==> config.mk <==
export PLATFORM = sky130hd
export DESIGN_NAME = tsc_sd_receiver
export DESIGN_NICKNAME = d
export VERILOG_FILES = /design/src/rtl/tsc_sd_receiver.sv
export SDC_FILE = /design/constraint.sdc
export NUM_CORES = 1
export LEC_CHECK = 0
export BUFFER_PORTS_ARGS = -buffer_cell sky130_fd_sc_hd__buf_2
export CORE_UTILIZATION = 35
export CTS_BUF_LIST = sky130_fd_sc_hd__clkbuf_4 sky130_fd_sc_hd__clkbuf_8 sky130_fd_sc_hd__clkbuf_16
export DETAILED_ROUTE_END_ITERATION = 10
export PLACE_DENSITY = 0.6
export REMOVE_ABC_BUFFERS = 1
export SLEW_MARGIN = 30
export SYNTH_ARGS = -nofsm -noshare
export SYNTH_HDL_FRONTEND = slang
export SYNTH_SLANG_ARGS = --single-unit
==> constraint.sdc <==
create_clock -name clk -period 6.9 [get_ports clk]
set_clock_uncertainty 0.2 [all_clocks]
set_input_delay 0.69 -clock clk [delete_from_list [all_inputs] [get_ports clk]]
set_output_delay 0.69 -clock clk [all_outputs]
set_load 0.02 [all_outputs]
==> src/rtl/tsc_sd_receiver.sv <==
// ---------------------------------------------------------------------------
// tsc_sd_receiver
//   Rebuilds the trigger-buffer bytes sent by the TSC on its serial-data line.
//   A frame is a marker (sd rises and stays high >= 1 cycle) followed by
//   BYTES bytes. Each byte is one start bit (0), 8 data bits MSB first and one
//   stop bit (1), one bit per clk. Extra high cycles between bytes are idle.
//   Received bytes are issued as single-cycle strobes and stored in a
//   BYTES-deep readback buffer.
//
// Handshake: there is no back-pressure. byte_valid, frame_done and frame_err
//   are one-cycle strobes raised in the cycle after the edge that sampled the
//   stop bit (or hit the marker timeout); the consumer must take them then.
//
// Ports
//   clk         in   system clock, rising-edge sampling
//   reset       in   asynchronous active-low reset
//   sd          in   serial data, already synchronous to clk
//   byte_data   out  last received byte
//   byte_valid  out  strobe: byte_data / byte_idx valid
//   byte_idx    out  position of byte_data in the frame
//   frame_done  out  strobe: whole frame received with good stop bits
//   frame_valid out  high from frame_done until the next marker is accepted
//   frame_err   out  strobe: bad stop bit or marker timeout, frame dropped
//   busy        out  high whenever the FSM is not in IDLE
//   rd_addr     in   readback buffer address
//   rd_data     out  buffer[rd_addr], registered; 0 when rd_addr >= BYTES
//   dbg_state   out  current FSM state (0 IDLE, 1 MARK, 2 DATA, 3 STOP)
// ---------------------------------------------------------------------------
module tsc_sd_receiver #(
    parameter int BYTES   = 32,
    parameter int TIMEOUT = 1024,
    localparam int IDXW   = $clog2(BYTES)
) (
    input  logic            clk,
    input  logic            reset,
    input  logic            sd,
    output logic [7:0]      byte_data,
    output logic            byte_valid,
    output logic [IDXW-1:0] byte_idx,
    output logic            frame_done,
    output logic            frame_valid,
    output logic            frame_err,
    output logic            busy,
    input  logic [IDXW-1:0] rd_addr,
    output logic [7:0]      rd_data,
    output logic [1:0]      dbg_state
);

    typedef enum logic [1:0] {
        IDLE = 2'd0,
        MARK = 2'd1,
        DATA = 2'd2,
        STOP = 2'd3
    } state_t;

    // Timeout counter only needs to reach TIMEOUT; keep at least one bit so
    // the disabled (TIMEOUT = 0) build still elaborates cleanly.
    localparam int TW = (TIMEOUT > 1) ? $clog2(TIMEOUT + 1) : 1;
    localparam logic [TW-1:0]   TO_LAST  = TW'((TIMEOUT > 0) ? TIMEOUT - 1 : 0);
    localparam logic [IDXW-1:0] IDX_LAST = IDXW'(BYTES - 1);
    localparam logic [IDXW:0]   RD_LIM   = (IDXW + 1)'(BYTES);

    state_t          r_state;
    logic            r_sd_q;
    logic [TW-1:0]   r_to_cnt;
    logic [2:0]      r_bit_cnt;
    logic [7:0]      r_shreg;
    logic [IDXW-1:0] r_count;
    logic [7:0]      r_buf [BYTES];

    assign busy      = (r_state != IDLE);
    assign dbg_state = r_state;

    always_ff @(posedge clk or negedge reset) begin
        if (!reset) begin
            r_state     <= IDLE;
            // Reset to 1 so a line already high at release is not a marker.
            r_sd_q      <= 1'b1;
            r_to_cnt    <= '0;
            r_bit_cnt   <= '0;
            r_shreg     <= '0;
            r_count     <= '0;
            byte_data   <= '0;
            byte_valid  <= 1'b0;
            byte_idx    <= '0;
            frame_done  <= 1'b0;
            frame_valid <= 1'b0;
            frame_err   <= 1'b0;
            rd_data     <= '0;
            for (int i = 0; i < BYTES; i++) begin
                r_buf[i] <= '0;
            end
        end else begin
            r_sd_q     <= sd;
            byte_valid <= 1'b0;
            frame_done <= 1'b0;
            frame_err  <= 1'b0;

            // Non-blocking read: a same-cycle write to this address is seen
            // on the next read, so the old data comes back here.
            if ({1'b0, rd_addr} < RD_LIM) begin
                rd_data <= r_buf[rd_addr];
            end else begin
                rd_data <= '0;
            end

            case (r_state)
                IDLE: begin
                    if (sd && !r_sd_q) begin
                        r_state     <= MARK;
                        r_count     <= '0;
                        r_to_cnt    <= '0;
                        frame_valid <= 1'b0;
                    end
                end

                MARK: begin
                    if (!sd) begin
                        r_state   <= DATA;
                        r_bit_cnt <= '0;
                    end else if (TIMEOUT != 0) begin
                        if (r_to_cnt == TO_LAST) begin
                            frame_err <= 1'b1;
                            r_state   <= IDLE;
                        end else begin
                            r_to_cnt <= r_to_cnt + 1'b1;
                        end
                    end
                end

                DATA: begin
                    r_shreg   <= {r_shreg[6:0], sd};
                    r_bit_cnt <= r_bit_cnt + 1'b1;
                    if (r_bit_cnt == 3'd7) begin
                        r_state <= STOP;
                    end
                end

                STOP: begin
                    if (sd) begin
                        byte_data        <= r_shreg;
                        byte_idx         <= r_count;
                        byte_valid       <= 1'b1;
                        r_buf[r_count]   <= r_shreg;
                        if (r_count == IDX_LAST) begin
                            frame_done  <= 1'b1;
                            frame_valid <= 1'b1;
                            r_state     <= IDLE;
                        end else begin
                            r_count  <= r_count + 1'b1;
                            r_to_cnt <= '0;
                            r_state  <= MARK;
                        end
                    end else begin
                        frame_err <= 1'b1;
                        r_state   <= IDLE;
                    end
                end

                default: r_state <= IDLE;
            endcase
        end
    end

endmodule

Word level (Yosys, flattened, before mapping)
Index checks and enable logic that the tools add are counted.

Add/subtract/negate cells: 3. Order comparisons: 3. Equal/unequal tests: 15. Mux-type cells: 38. Bitwise logic cells: 2. Reductions and logical operators: 14.

Operators by type and width (number): $bwmux W256 (1); $mux W11 (5); $bmux W8 S5 (1); $demux W8 S5 (1); $pmux W11 S3 (1); $mux W8 (3); $ne A2 B2 Y1 const B (8); $mux W5 (3); $ge A6 B6 Y1 const B (2); $mux W1 (12); $not A5 Y6 (2); $add A11 B1 Y11 const B (1); $eq A11 B10 Y1 const B (1); $mux W2 (5); $pmux W5 S2 (1); $pmux W2 S4 (1); $reduce_and A4 Y1 (2); $lt A6 B1 Y1 const B (1); $pmux W3 S2 (1); $reduce_and A6 Y1 (1); $reduce_bool A2 Y1 (3); $add A5 B1 Y5 const B (1); $eq A5 B5 Y1 const B (1); $eq A2 B2 Y1 const B (2); other kinds (12) (15).

Flip-flop bits (word level): 311. Input port bits: 8.

Logic depth before layout (Yosys ltp)
Word-level depth: 6. Depth in mapped cells: 8. Gate-level depth less buffers: 7.

Least setup slack after synthesis
Ideal clock, no wire load.

Path type: in2reg. From: input port rd_addr[2]. To: register rd_data[0]. Arrival: 2.373 ns. Required time: 6.575 ns. Slack: 4.202 ns. Cell stages on the path: 5. Buffers on the path: 2. Cells stage by stage: clkbuf_1 > buf_1 > mux4_2 > mux4_2 > mux2_2.

Longest elaborated chain between the ends: 4.

RTL lines: start, declared (RTL line 44) `input logic [IDXW-1:0] rd_addr,`; $not A5 Y6 (not written as such) (RTL line 102) `rd_data <= r_buf[rd_addr];`; $bmux W8 S5 (RTL line 102); $mux W8 (not written as such) (2 in a row) (RTL line 102); end signal, assigned (RTL line 102); end, declared (RTL line 45) `output logic [7:0] rd_data,`.

No other way between the ends. The select of a mux whose other input is x is not followed. A chain may end at the register's enable or synchronous reset.

==> flow_summary.toml <==
[setup_path]
start_kind = "flip-flop"
required_ps = 7080
worst-r2r-cell-count = 5
r2r_setup_slack_ps = 3490
worst_ep_arrival_time_ps = 3590
path_class = "reg -> reg"
regToRegEndpoint = "r_buf[209]"
critPathMaxFanout = 18
worstSetupEndpointType = "flip-flop"

[finish]
area_growth_pct = 13.81
final_cells = 1497
fin_nets = 970
fin_util = 0.4086
drive_above_1_share = 0.5056
final_cell_area_sq_um = 15980
diodes = 0

[logic_synthesis]
async_flop_share = 1.000
syn_inst = 931
seq_area_frac_synth = 0.5545
yosysTopAreaCellShare = 0.5526
muxShareOfSynthArea = 0.3408
synth_compound_area_frac = 0.01791
synth-main-ff-cell = "dfrtp_1"
synth.most_common_cell = "dfrtp_1"
synth-xor-area-share = 0.001872
synth_top_family_by_area = "multiplexers"
synth_common_cells = "310 x dfrtp_1, 264 x mux2_2, 80 x mux4_2, 69 x nand2_1, 47 x clkbuf_1"
synth_edf_count = 0
ys_warn_count = 0
yosys.area.top_type = "dfrtp_1"
ys_ff_latch = 311
netlist_area_sq_um = 14040
netlist_top_cells_area = "dfrtp_1 55%, mux2_2 21%, mux4_2 13%"
ys_types = 45
synth_simple_gate_area_frac = 0.05677
syn_avg_cell_area_sq_um = 15.08
synth_adder_area_share = 0.008021

[power]
peakVddDrop_v = 0.0002104
p_sw_frac = 0.2771
p_clk_frac = 0.420
power_frac_comb = 0.119
powerDensity_nw_per_um2 = 292.6
leakagePower_nw = 7.569
p_int_mw = 3.379
power.switching_mw = 1.295
p_total_mw = 4.674
p_seq_frac = 0.461

[sta]
worst_pin_slew_ps = 871.0
fin_crit_ps = 3406
timing.setup.tns_ps = 0
rsz0062_at_grt = "false"
layout_setup_ws_ps = 3494
finalHoldViolCount = 0
whs_ps = 200.0
timing.final.crit_share = 0.4936
slew_violations = 0
setup-violations-final = 0
clock.fmax_ghz = 0.2936
slew_headroom = 0.4194

[drt]
first_iter_violations = 519
drc_errors = 0
vias = 7898
drt_wl_total_mm = 32.80
ant_nets = 0
drt_pre_antenna_iters = 4
vias_per_cell = 5.276
post_drt_wl_per_cell_microns = 21.91

[clocking]
cts-resized-gates = 0
htree_levels = 2
post_cts_buffers = 0
numClockSinks = 311
clock_latency_ps = 500
cts_tree = "yes"
cts_hold_buffers = 1
cts_made_buffers = 35
clock-root-buffer = "clkbuf_16"
cts_buffer_depth = 3
clkTransAtPathRegs_ps = 60

[outcome]
outcome = "finished, final reports clean"

[floorplanning]
start_util = 0.3591
die_h_microns = 202.3
die_w_microns = 202.3
rows = 72
die_area_sq_um = 40920
core_area_sq_um = 39100
pin_count = 36

[placement]
dpl.cell_count = 1432
pre_cts_ws_ps = 3120
placed_area_sq_um = 14700
port_buffers = 35
place.gp.congestion = 0.7472
dpl.hpwl_mm = 20.08

[global_route]
grt_pass1_wl_mm = 52.32
overflow = 0
grt_use_total = 0.1668
antenna_found_initial = 0
grt_pass1_vias = 8557
grt_max_degree = 172

[hold_path]
min_from = "sd"
holdPathEnd = "r_sd_q"
holdPathStages = 1
min_path_type = "in -> reg"

[flow_run]
max_cap_violations = 0
[flip-flops by register name, summed over array words and instances (netlist names), named ones only]
name / count
r_bit_cnt: 3
r_buf: 256
rd_data: 8
byte_idx: 5
r_to_cnt: 11
frame_err: 1
byte_data: 8
r_shreg: 8
byte_valid: 1
frame_valid: 1
r_sd_q: 1
dbg_state: 1
r_count: 5
frame_done: 1
[how the worst max path moves through the flow]
stage	to	cells past startpoint	slack (ps)
floorplan	r_buf[0]	5	4260
global placement	rd_data[4]	5	3120
detailed placement	rd_data[4]	5	3120
CTS	r_buf[244]	5	3510
global route	r_buf[246]	5	3210
finish	r_buf[209]	5	3490
[metal layers]
metal  global-route usage  part of all wire
met1               0.2487              0.49
met2               0.2518              0.45
met3              0.02822             0.040
met4              0.04243             0.019
met5                    0                 0
[logic make-up after synthesis]
kind of cell | after synthesis
AO/OA/AOI/OAI | 37
XOR/XNOR | 3
adder cells (fa/ha/maj) | 9
buffers and inverters | 67
flip-flops | 311
multiplexers | 345
AND/OR/NAND/NOR | 159
[critical path: stages (launching register included)]
cell and delay (ps):
dfrtp_1 640, nand3_1 490, clkinv_1 420, nand2_1 370, nor2_2 750, mux2_2 410
[power by group through the flow]
stage               clock [mW]  sequential, mW  combinational, mW
finish                    1.96            2.15              0.557
global route              2.09            2.18              0.620
CTS                       2.01            2.15              0.562
detailed placement           0            2.18              0.560
global placement             0            2.18              0.552
floorplan                    0            2.16              0.263
[cell usage in the layout, fill, tap and decap left out, types with 2 or more instances in the layout]
master and count:
and4_1 2, a21boi_0 2, nor2b_1 2, buf_4 10, inv_1 4, nand3b_1 3
nor2_2 32, clkbuf_8 7, xor2_1 2, a41oi_1 2, nor2_1 11, dfrtp_2 4
dfrtp_1 306, or3_1 3, buf_2 33, nor3_1 3, o21ai_0 11, mux2_2 264
a22o_1 2, nand3_1 11, or3b_2 3, nand4_1 4, and2_1 2, nand2_1 69
or2_2 2, clkbuf_16 37, nand2b_1 7, mux4_2 80, a21oi_1 2, bufinv_16 4
clkinv_2 8, ha_1 9, and3_1 3, o31ai_1 11, clkbuf_4 6
[layout make-up]
| class | instances | area [sq um] |
|---|---|---|
| clock buffer | 50 | 1067 |
| clock inverter | 13 | 168.9 |
| fill | 3605 | 23120 |
| inverter | 5 | 18.77 |
| multi-input combinational | 553 | 5972 |
| sequential | 311 | 7789 |
| tap | 518 | 648.1 |
| timing repair buffer | 47 | 312.8 |
Note: power is estimated with default switching activity, not from simulation.
